[config.mk]
export PLATFORM = sky130hd
export DESIGN_NAME = conj_demod_lag
export DESIGN_NICKNAME = d
export VERILOG_FILES = /design/src/rtl/conj_demod_pkg.sv /design/src/rtl/iq_history.sv /design/src/rtl/conj_demod_lag.sv
export SDC_FILE = /design/constraint.sdc
export NUM_CORES = 2
export LEC_CHECK = 0
export ABC_AREA = 1
export CAP_MARGIN = 20
export CORE_MARGIN = 2
export CORE_UTILIZATION = 48
export CTS_BUF_LIST = sky130_fd_sc_hd__clkbuf_4 sky130_fd_sc_hd__clkbuf_8
export DETAILED_ROUTE_END_ITERATION = 8
export GPL_ROUTABILITY_DRIVEN = 1
export SYNTH_ARGS = -nofsm -noshare
export SYNTH_HDL_FRONTEND = slang
export SYNTH_SLANG_ARGS = --single-unit
[constraint.sdc]
create_clock -name s00_axis_aclk -period 20.7 [get_ports s00_axis_aclk]
set_clock_uncertainty 0.1 [all_clocks]
set_input_delay 4.14 -clock s00_axis_aclk [delete_from_list [all_inputs] [get_ports s00_axis_aclk]]
set_output_delay 4.14 -clock s00_axis_aclk [all_outputs]
set_load 0.05 [all_outputs]
[src/rtl/conj_demod_pkg.sv]
// ---------------------------------------------------------------------------
// conj_demod_pkg
//   Shared definitions for the lagged conjugate-product discriminator.
//   - PIPE_LAT  : accepted-sample to output-valid latency in clocks.
//   - iq_t      : complex sample at the nominal 16-bit chain width.
//   - sat_round : round-half-up arithmetic right shift followed by
//                 saturation to a signed out_w-bit range.
// ---------------------------------------------------------------------------
package conj_demod_pkg;

   localparam int PIPE_LAT = 3;
   localparam int IQ_DEF_W = 16;

   typedef struct packed {
      logic signed [IQ_DEF_W-1:0] im;
      logic signed [IQ_DEF_W-1:0] re;
   } iq_t;

   // v is a sign-extended full-precision sum; shift in 1..62, out_w in 2..63.
   // The result fits in out_w bits and is returned sign-extended to 64 bits.
   function automatic logic signed [63:0] sat_round(
      input logic signed [63:0] v,
      input int                 shift,
      input int                 out_w
   );
      logic signed [63:0] t;
      logic signed [63:0] hi;
      logic signed [63:0] lo;
      t  = (v + (64'sd1 <<< (shift - 1))) >>> shift;
      hi = (64'sd1 <<< (out_w - 1)) - 64'sd1;
      lo = -hi - 64'sd1;
      if (t > hi) begin
         sat_round = hi;
      end else if (t < lo) begin
         sat_round = lo;
      end else begin
         sat_round = t;
      end
   endfunction

endpackage

[src/rtl/iq_history.sv]
// ---------------------------------------------------------------------------
// iq_history
//   DEPTH-deep sample delay line. Each push shifts i_data in at the young end;
//   o_oldest is the entry pushed DEPTH pushes ago.
//   Ports:
//     i_clk    : clock
//     i_push   : shift enable (one sample accepted)
//     i_data   : sample to store
//     o_oldest : oldest stored sample
//   Contents are deliberately not reset: the caller masks them until DEPTH
//   samples have been pushed since the last reset or packet boundary.
// ---------------------------------------------------------------------------
module iq_history
   import conj_demod_pkg::*;
#(
   parameter int W     = 32,
   parameter int DEPTH = 1
) (
   input  logic         i_clk,
   input  logic         i_push,
   input  logic [W-1:0] i_data,
   output logic [W-1:0] o_oldest
);

   logic [W-1:0] r_mem [DEPTH];

   // Delay line shift on every accepted sample.
   always_ff @(posedge i_clk) begin
      if (i_push) begin
         r_mem[0] <= i_data;
         for (int k = 1; k < DEPTH; k++) begin
            r_mem[k] <= r_mem[k-1];
         end
      end
   end

   assign o_oldest = r_mem[DEPTH-1];

endmodule

[src/rtl/conj_demod_lag.sv]
// ---------------------------------------------------------------------------
// conj_demod_lag
//   Lagged conjugate-product FM discriminator on a complex AXI-Stream:
//      y[n] = x[n] * conj(x[n-LAG]), rounded (half up), shifted by SHIFT and
//      saturated to OUT_W bits per component.
//   Three register stages (operands, products, scaled sum), one sample per
//   clock, full backpressure. Output is {0,0} until LAG samples have been
//   accepted since reset or (RESET_ON_LAST) since the last accepted tlast.
//   Ports:
//     s00_axis_aclk / s00_axis_areset : clock, async active-high reset
//     s00_axis_t*  : input stream, tdata = {imag, real}
//     m00_axis_t*  : output stream, tdata = {imag, real}, tstrb all ones
// ---------------------------------------------------------------------------
module conj_demod_lag
   import conj_demod_pkg::*;
#(
   parameter int IQ_W                   = 16,
   parameter int OUT_W                  = 16,
   parameter int LAG                    = 1,
   parameter int SHIFT                  = 16,
   parameter int RESET_ON_LAST          = 1,
   parameter int C_S00_AXIS_TDATA_WIDTH = 2*IQ_W,
   parameter int C_M00_AXIS_TDATA_WIDTH = 2*OUT_W
) (
   input  logic                                s00_axis_aclk,
   input  logic                                s00_axis_areset,
   input  logic                                s00_axis_tvalid,
   output logic                                s00_axis_tready,
   input  logic [C_S00_AXIS_TDATA_WIDTH-1:0]   s00_axis_tdata,
   input  logic                                s00_axis_tlast,
   input  logic [C_S00_AXIS_TDATA_WIDTH/8-1:0] s00_axis_tstrb,
   output logic                                m00_axis_tvalid,
   input  logic                                m00_axis_tready,
   output logic [C_M00_AXIS_TDATA_WIDTH-1:0]   m00_axis_tdata,
   output logic                                m00_axis_tlast,
   output logic [C_M00_AXIS_TDATA_WIDTH/8-1:0] m00_axis_tstrb
);

   localparam int              CNT_W   = $clog2(LAG + 1);
   localparam logic [CNT_W-1:0] LAG_CNT = CNT_W'(LAG);
   localparam int              SUM_W   = 2*IQ_W + 1;

   // Handshake
   logic w_en;
   logic w_accept;
   logic w_primed;
   logic w_unused_tstrb;

   // Priming
   logic [CNT_W-1:0] r_prime_cnt;

   // History
   logic [2*IQ_W-1:0] w_hist;

   // Stage 1: operands
   logic              r_s1_vld;
   logic              r_s1_last;
   logic [2*IQ_W-1:0] r_cur;
   logic [2*IQ_W-1:0] r_prev;
   logic signed [IQ_W-1:0] w_a;
   logic signed [IQ_W-1:0] w_b;
   logic signed [IQ_W-1:0] w_c;
   logic signed [IQ_W-1:0] w_d;

   // Stage 2: products
   logic                     r_s2_vld;
   logic                     r_s2_last;
   logic signed [2*IQ_W-1:0] r_ac;
   logic signed [2*IQ_W-1:0] r_bd;
   logic signed [2*IQ_W-1:0] r_bc;
   logic signed [2*IQ_W-1:0] r_ad;

   // Stage 3: sums and scaling
   logic signed [SUM_W-1:0] w_re_sum;
   logic signed [SUM_W-1:0] w_im_sum;
   logic signed [OUT_W-1:0] w_sat_re;
   logic signed [OUT_W-1:0] w_sat_im;

   // The whole pipe moves as one unit; a stalled output freezes everything.
   assign w_en            = !m00_axis_tvalid || m00_axis_tready;
   assign s00_axis_tready = w_en;
   assign w_accept        = s00_axis_tvalid && w_en;
   assign w_primed        = (r_prime_cnt == LAG_CNT);

   // Every beat carries a full I/Q pair, so input strobes carry no information.
   assign w_unused_tstrb = ^s00_axis_tstrb;

   iq_history #(
      .W     (2*IQ_W),
      .DEPTH (LAG)
   ) u_hist (
      .i_clk    (s00_axis_aclk),
      .i_push   (w_accept),
      .i_data   (s00_axis_tdata[2*IQ_W-1:0]),
      .o_oldest (w_hist)
   );

   // x = a + jb (current), p = c + jd (lagged); x*conj(p) = (ac+bd) + j(bc-ad)
   assign w_a = r_cur[IQ_W-1:0];
   assign w_b = r_cur[2*IQ_W-1:IQ_W];
   assign w_c = r_prev[IQ_W-1:0];
   assign w_d = r_prev[2*IQ_W-1:IQ_W];

   assign w_re_sum = SUM_W'(r_ac) + SUM_W'(r_bd);
   assign w_im_sum = SUM_W'(r_bc) - SUM_W'(r_ad);
   assign w_sat_re = OUT_W'(sat_round(64'(w_re_sum), SHIFT, OUT_W));
   assign w_sat_im = OUT_W'(sat_round(64'(w_im_sum), SHIFT, OUT_W));

   // Priming counter: counts accepted samples up to LAG; an accepted tlast
   // restarts priming for the sample after it.
   always_ff @(posedge s00_axis_aclk or posedge s00_axis_areset) begin
      if (s00_axis_areset) begin
         r_prime_cnt <= '0;
      end else if (w_accept) begin
         if ((RESET_ON_LAST != 0) && s00_axis_tlast) begin
            r_prime_cnt <= '0;
         end else if (!w_primed) begin
            r_prime_cnt <= r_prime_cnt + CNT_W'(1);
         end
      end
   end

   // Three-stage datapath with registered AXI-Stream outputs.
   always_ff @(posedge s00_axis_aclk or posedge s00_axis_areset) begin
      if (s00_axis_areset) begin
         r_s1_vld        <= 1'b0;
         r_s1_last       <= 1'b0;
         r_cur           <= '0;
         r_prev          <= '0;
         r_s2_vld        <= 1'b0;
         r_s2_last       <= 1'b0;
         r_ac            <= '0;
         r_bd            <= '0;
         r_bc            <= '0;
         r_ad            <= '0;
         m00_axis_tvalid <= 1'b0;
         m00_axis_tdata  <= '0;
         m00_axis_tlast  <= 1'b0;
         m00_axis_tstrb  <= '0;
      end else begin
         m00_axis_tstrb <= '1;
         if (w_en) begin
            // Stage 1: a bubble clears the valid bit but leaves operands as-is
            r_s1_vld  <= s00_axis_tvalid;
            r_s1_last <= w_accept & s00_axis_tlast;
            if (w_accept) begin
               r_cur  <= s00_axis_tdata[2*IQ_W-1:0];
               r_prev <= w_primed ? w_hist : '0;
            end
            // Stage 2
            r_s2_vld  <= r_s1_vld;
            r_s2_last <= r_s1_last;
            r_ac      <= (2*IQ_W)'(w_a) * (2*IQ_W)'(w_c);
            r_bd      <= (2*IQ_W)'(w_b) * (2*IQ_W)'(w_d);
            r_bc      <= (2*IQ_W)'(w_b) * (2*IQ_W)'(w_c);
            r_ad      <= (2*IQ_W)'(w_a) * (2*IQ_W)'(w_d);
            // Stage 3
            m00_axis_tvalid <= r_s2_vld;
            m00_axis_tlast  <= r_s2_last;
            m00_axis_tdata  <= {w_sat_im, w_sat_re};
         end
      end
   end

endmodule

# Word-level counts from Yosys, hierarchy flattened
# Memories as Yosys holds them, arrays and structs flattened.
# Cells that the tools add are included.
# totals
input_bits,41
elab_cells,43
output_inout_bits,39
regBits,232
mem_bits_rw,32
n_memories,1
# mem_list
memory,depth,width,read_ports,rd_clocked_by_memory_dff,wr,line_no,rtl
u_hist.r_mem,1,32,1,0,1,iq_history.sv:25,logic [W-1:0] r_mem [DEPTH];
# classes
mul,4
n_mux,9
reduce_logical,4
add_sub_neg,5
bitwise,1
order_cmp,4
# op_table
operator,n
$mul 16x16->32,4
$add 33x17->34 const B,2
$mux 16,4
$gt 18x16->1 const B,2
$lt 18x16->1 const B,2
$add 32x32->33,1
$sub 32x32->33,1
$mux 32,1
$mux 1,4
$reduce_and 2->1,1
$add 1x1->1 const B,1
$and 1x1->1,1
$logic_and 1x1->1,1
$logic_not 1->1,1
$logic_or 1x1->1,1

# Logic depth before layout (Yosys ltp)
# logic_depth
word_depth,5
depth_mapped,28
ltp_nobuf,26

# By module
# Synthesis repeated with hierarchy kept, for this count alone.
# hier_totals
cells_unflattened,7029
hier_area_um2,55260.5
# modules_own_cells
module,n_inst,seq_area_each_um2,cells_each,area_per_inst_um2
conj_demod_lag,1,5805.6,6997,54299.6
iq_history,1,960.9,32,960.9

# Worst setup path before layout
# OpenSTA, ideal clock, no wires.
# synth_path
kind,input -> output
from,input port m00_axis_tready
to,output port s00_axis_tready
arrival_ns,5.213
n_path_buf,2
cell_stages,4
slack_ns,11.247
required_time_ns,16.460
cell_sequence,nor2_2 > clkinv_1 > clkbuf_1 > clkbuf_1
# synth_between
elab_chain_cells,1
# synth_rtl
item,line_no,rtl
from (decl),conj_demod_lag.sv:33,"input logic m00_axis_tready,"
$logic_or 1x1->1,conj_demod_lag.sv:80,assign w_en = !m00_axis_tvalid || m00_axis_tready;
to (decl),conj_demod_lag.sv:28,"output logic s00_axis_tready,"
# Every way passes these cells.

# Worst setup path in the final report
# Ends and elaborated chain as after synthesis.

==> results.yml <==
run_status:
  outcome: "completed"
logic_synthesis:
  asyncSetResetFlopFracSynth: 0.879
  synthTopCellsByCount: "inv_1, nand2_1, fa_1"
  post_synth_edffs: 32
  compound_gate_fraction_of_synth_area: 0.0588
  synth-simple-area-share: 0.178
  synth.most_common_cell: "inv_1"
  largest_family_of_logic_cells_by_synthesized_area: "adder cells"
  synth.cell_area_mm2: 0.0558
  synth.lib_cells_used.distinct: 56
  synth_cells: 7118
  ys_top_cells_by_area: "fa_1, inv_1, nand2_1"
  synth-main-ff-cell: "dfrtp_1"
  cell_type_with_the_highest_aggregate_area_in_the_netlist: "fa_1"
  yosys_warnings: 0
  synth-adder-area-share: 0.477
  synth.area.mux_share: 0
  synth_sequential_area_ratio: 0.121
  postSynthAreaPerCell_um2: 7.84
  synthXorXnorAreaFrac: 0.0141
  synthesis.nets: 8659
  yosys_register_bits: 264
  synth_top_area_frac: 0.376
setup_path:
  critical_path_peak_fanout: 66
  cp_data_arrival_time_ps: 6520
  cp-end-kind: "output port"
  critical_path_required_ps: 16460
  start_kind: "input pin"
  timing.critical_path.cells: "clkdlybuf4s50_1 -> nor2_4 -> buf_4 -> inv_6 -> clkdlybuf4s50_1"
  timing.setup.critical_path_class: "input pin to output port"
  cp_slowest_cell: "clkdlybuf4s50_1"
  slowest_delay_ps: 810
  timing.critical_path.mode_cell: "clkdlybuf4s50_1"
clocking:
  post_cts_buffers: 0
  numCtsBuffers: 53
  clock_path_buffers: 3
  clk_latency_ps: 700
  clk_pin_slew_worst_paths_ps: 60
  cts_root_buffer: "clkbuf_8"
  tritoncts_num_sinks: 264
  tritoncts_clock_tree: "yes"
  ctsHtreeMaxLevel: 2
  cts-hold-fix-buffers: 0
  cts_repair_resize_count: 0
sta:
  hold-worst-slack_ps: 377
  max_freq_mhz: 93.0
  timing.max_slew.rel_slack: 0.330
  final.setup.tns_ps: 0
  grt_setup_unrepaired: "no"
  final-max-slew-violation-count: 0
  setup_violations: 0
  fin_crit_sh: 0.520
  hold_viol_final: 0
  worst_slew_pin_slew_ps: 1010
  period_minus_slack_ps: 10760
drt:
  wl_met3_um: 11200
  detail_route.iter0.violations: 3187
  route.detailed.vias_per_inst: 5.07
  drt-wirelength-per-cell_um: 17.6
  remaining_drc_errors: 0
  wirelength_met1_um: 70100
  met2RoutedLength_um: 66700
  dr.pass1.iters: 9
  antenna_left: 0
  num_vias: 43400
  drt_wl_total_um: 151000
  top_signal_layer_used: "met4"
final_layout:
  multi_input_area_mm2: 0.0406
  area_growth_pct: 5.69
  area.sequential_mm2: 0.00680
  num-fill-cells: 11400
  fraction_of_layout_instances_using_a_drive_strength_above_1: 0.0424
  post-route-cell-area_mm2: 0.0590
  finish.net_count: 8543
  fraction_of_the_core_area_covered_by_cells_at_the_end_of_the_flow: 0.509
global_route:
  maximum_number_of_pins_on_one_net_before_global_route_repair: 129
  globalRouteTotalUtil: 0.266
  grt_antenna_before_repair: 3
  wire_length_of_the_first_global_routing_pass_um: 246000
  globalRouteOverflowTotal: 0
  grt_pass1_vias: 44800
place:
  buffer_ports.inserted: 75
  final_gp_congestion: 0.888
  detailedPlacementHpwl_um: 122000
  placedInstanceArea_mm2: 0.0577
floorplan:
  die_x_um: 345
  die_height_um: 345
  coreArea_mm2: 0.116
  std_cell_rows: 125
  die_area_mm2: 0.119
  floorplan.initialDensity: 0.482
  io-pin-count: 80
job:
  max_cap_violations: 0
hold_path:
  hold_path_class: "flip-flop to flip-flop"
layout make-up:
type	count	area share
flip-flops and latches	264	0.115
repair buffers	130	0.0199
multi-input cells	4628	0.689
well taps	1524	0.0323
clock inverters	19	0.00420
inverters	1925	0.123
clock buffers	78	0.0163
diodes	2	0.0000849
routing by layer:
| layer | vias up | track usage |
|---|---|---|
| met1 | 21700 | 0.395 |
| met2 | 1174 | 0.406 |
| met5 | - | 0 |
| li1 | 20500 | - |
| met4 | 0 | 0.0564 |
| met3 | 133 | 0.0474 |
worst max-delay path, delay by kind of cell:
family | cells | cell delay [ps]
buffers and inverters | 4 | 2240
and+or+nand+nor | 1 | 110
per-stage QoR:
| step | worst slack (ps) | std cells |
|---|---|---|
| finish | 9940 | 8570 |
| CTS | 9900 | 8568 |
| global placement | 9900 | 8471 |
| global route | 9800 | 8569 |
| detailed placement | 9910 | 8471 |
| floorplan | 10100 | 7118 |
flip-flops by register name, summed over array words and instances (netlist names), 32 cells and up:
register and cells:
m00_axis_tdata 32, r_ac 32, r_ad 32, r_bc 32, r_bd 32, r_cur 32, r_prev 32, u_hist.r_mem 32
cell usage in the layout, fill, tap and decap left out, types with 46 or more instances in the layout:
cell	synthesis	final
clkbuf_8	0	60
a21oi_1	192	192
xnor2_1	46	46
o21ai_0	222	222
fa_1	1048	1048
ha_1	452	452
dfrtp_1	232	207
clkdlybuf4s50_1	0	75
nand3_1	145	145
inv_1	1921	1919
nand2_1	1859	1858
buf_4	3	54
nor2_1	280	280
worst paths after layout:
kind / from / to / slack (ps) / cells past startpoint
min reg2reg: r_cur[7] / r_cur[7] / 380 / 2
max reg2reg: r_prev[2] / r_bc[27] / 13240 / 21
min in group asynchronous: s00_axis_areset / r_s2_vld / 3910 / 2
max in group asynchronous: s00_axis_areset / r_prev[7] / 15160 / 3
min: r_cur[7] / r_cur[7] / 380 / 2
max: m00_axis_tready / s00_axis_tready / 9940 / 5
cell families (layout without fill, tap and decap cells):
group                    after synthesis  in the layout
AO/OA/AOI/OAI                        575            575
adder cells (fa/ha/maj)             1500           1500
AND/OR/NAND/NOR                     2462           2462
buffers and inverters               2226           2152
flip-flops                           264            264
other                                  1              3
XOR/XNOR                              90             90
Power is left out: the tool's default activity adds up to more than one toggle a clock period on the data nets, which glitch-free logic cannot reach.
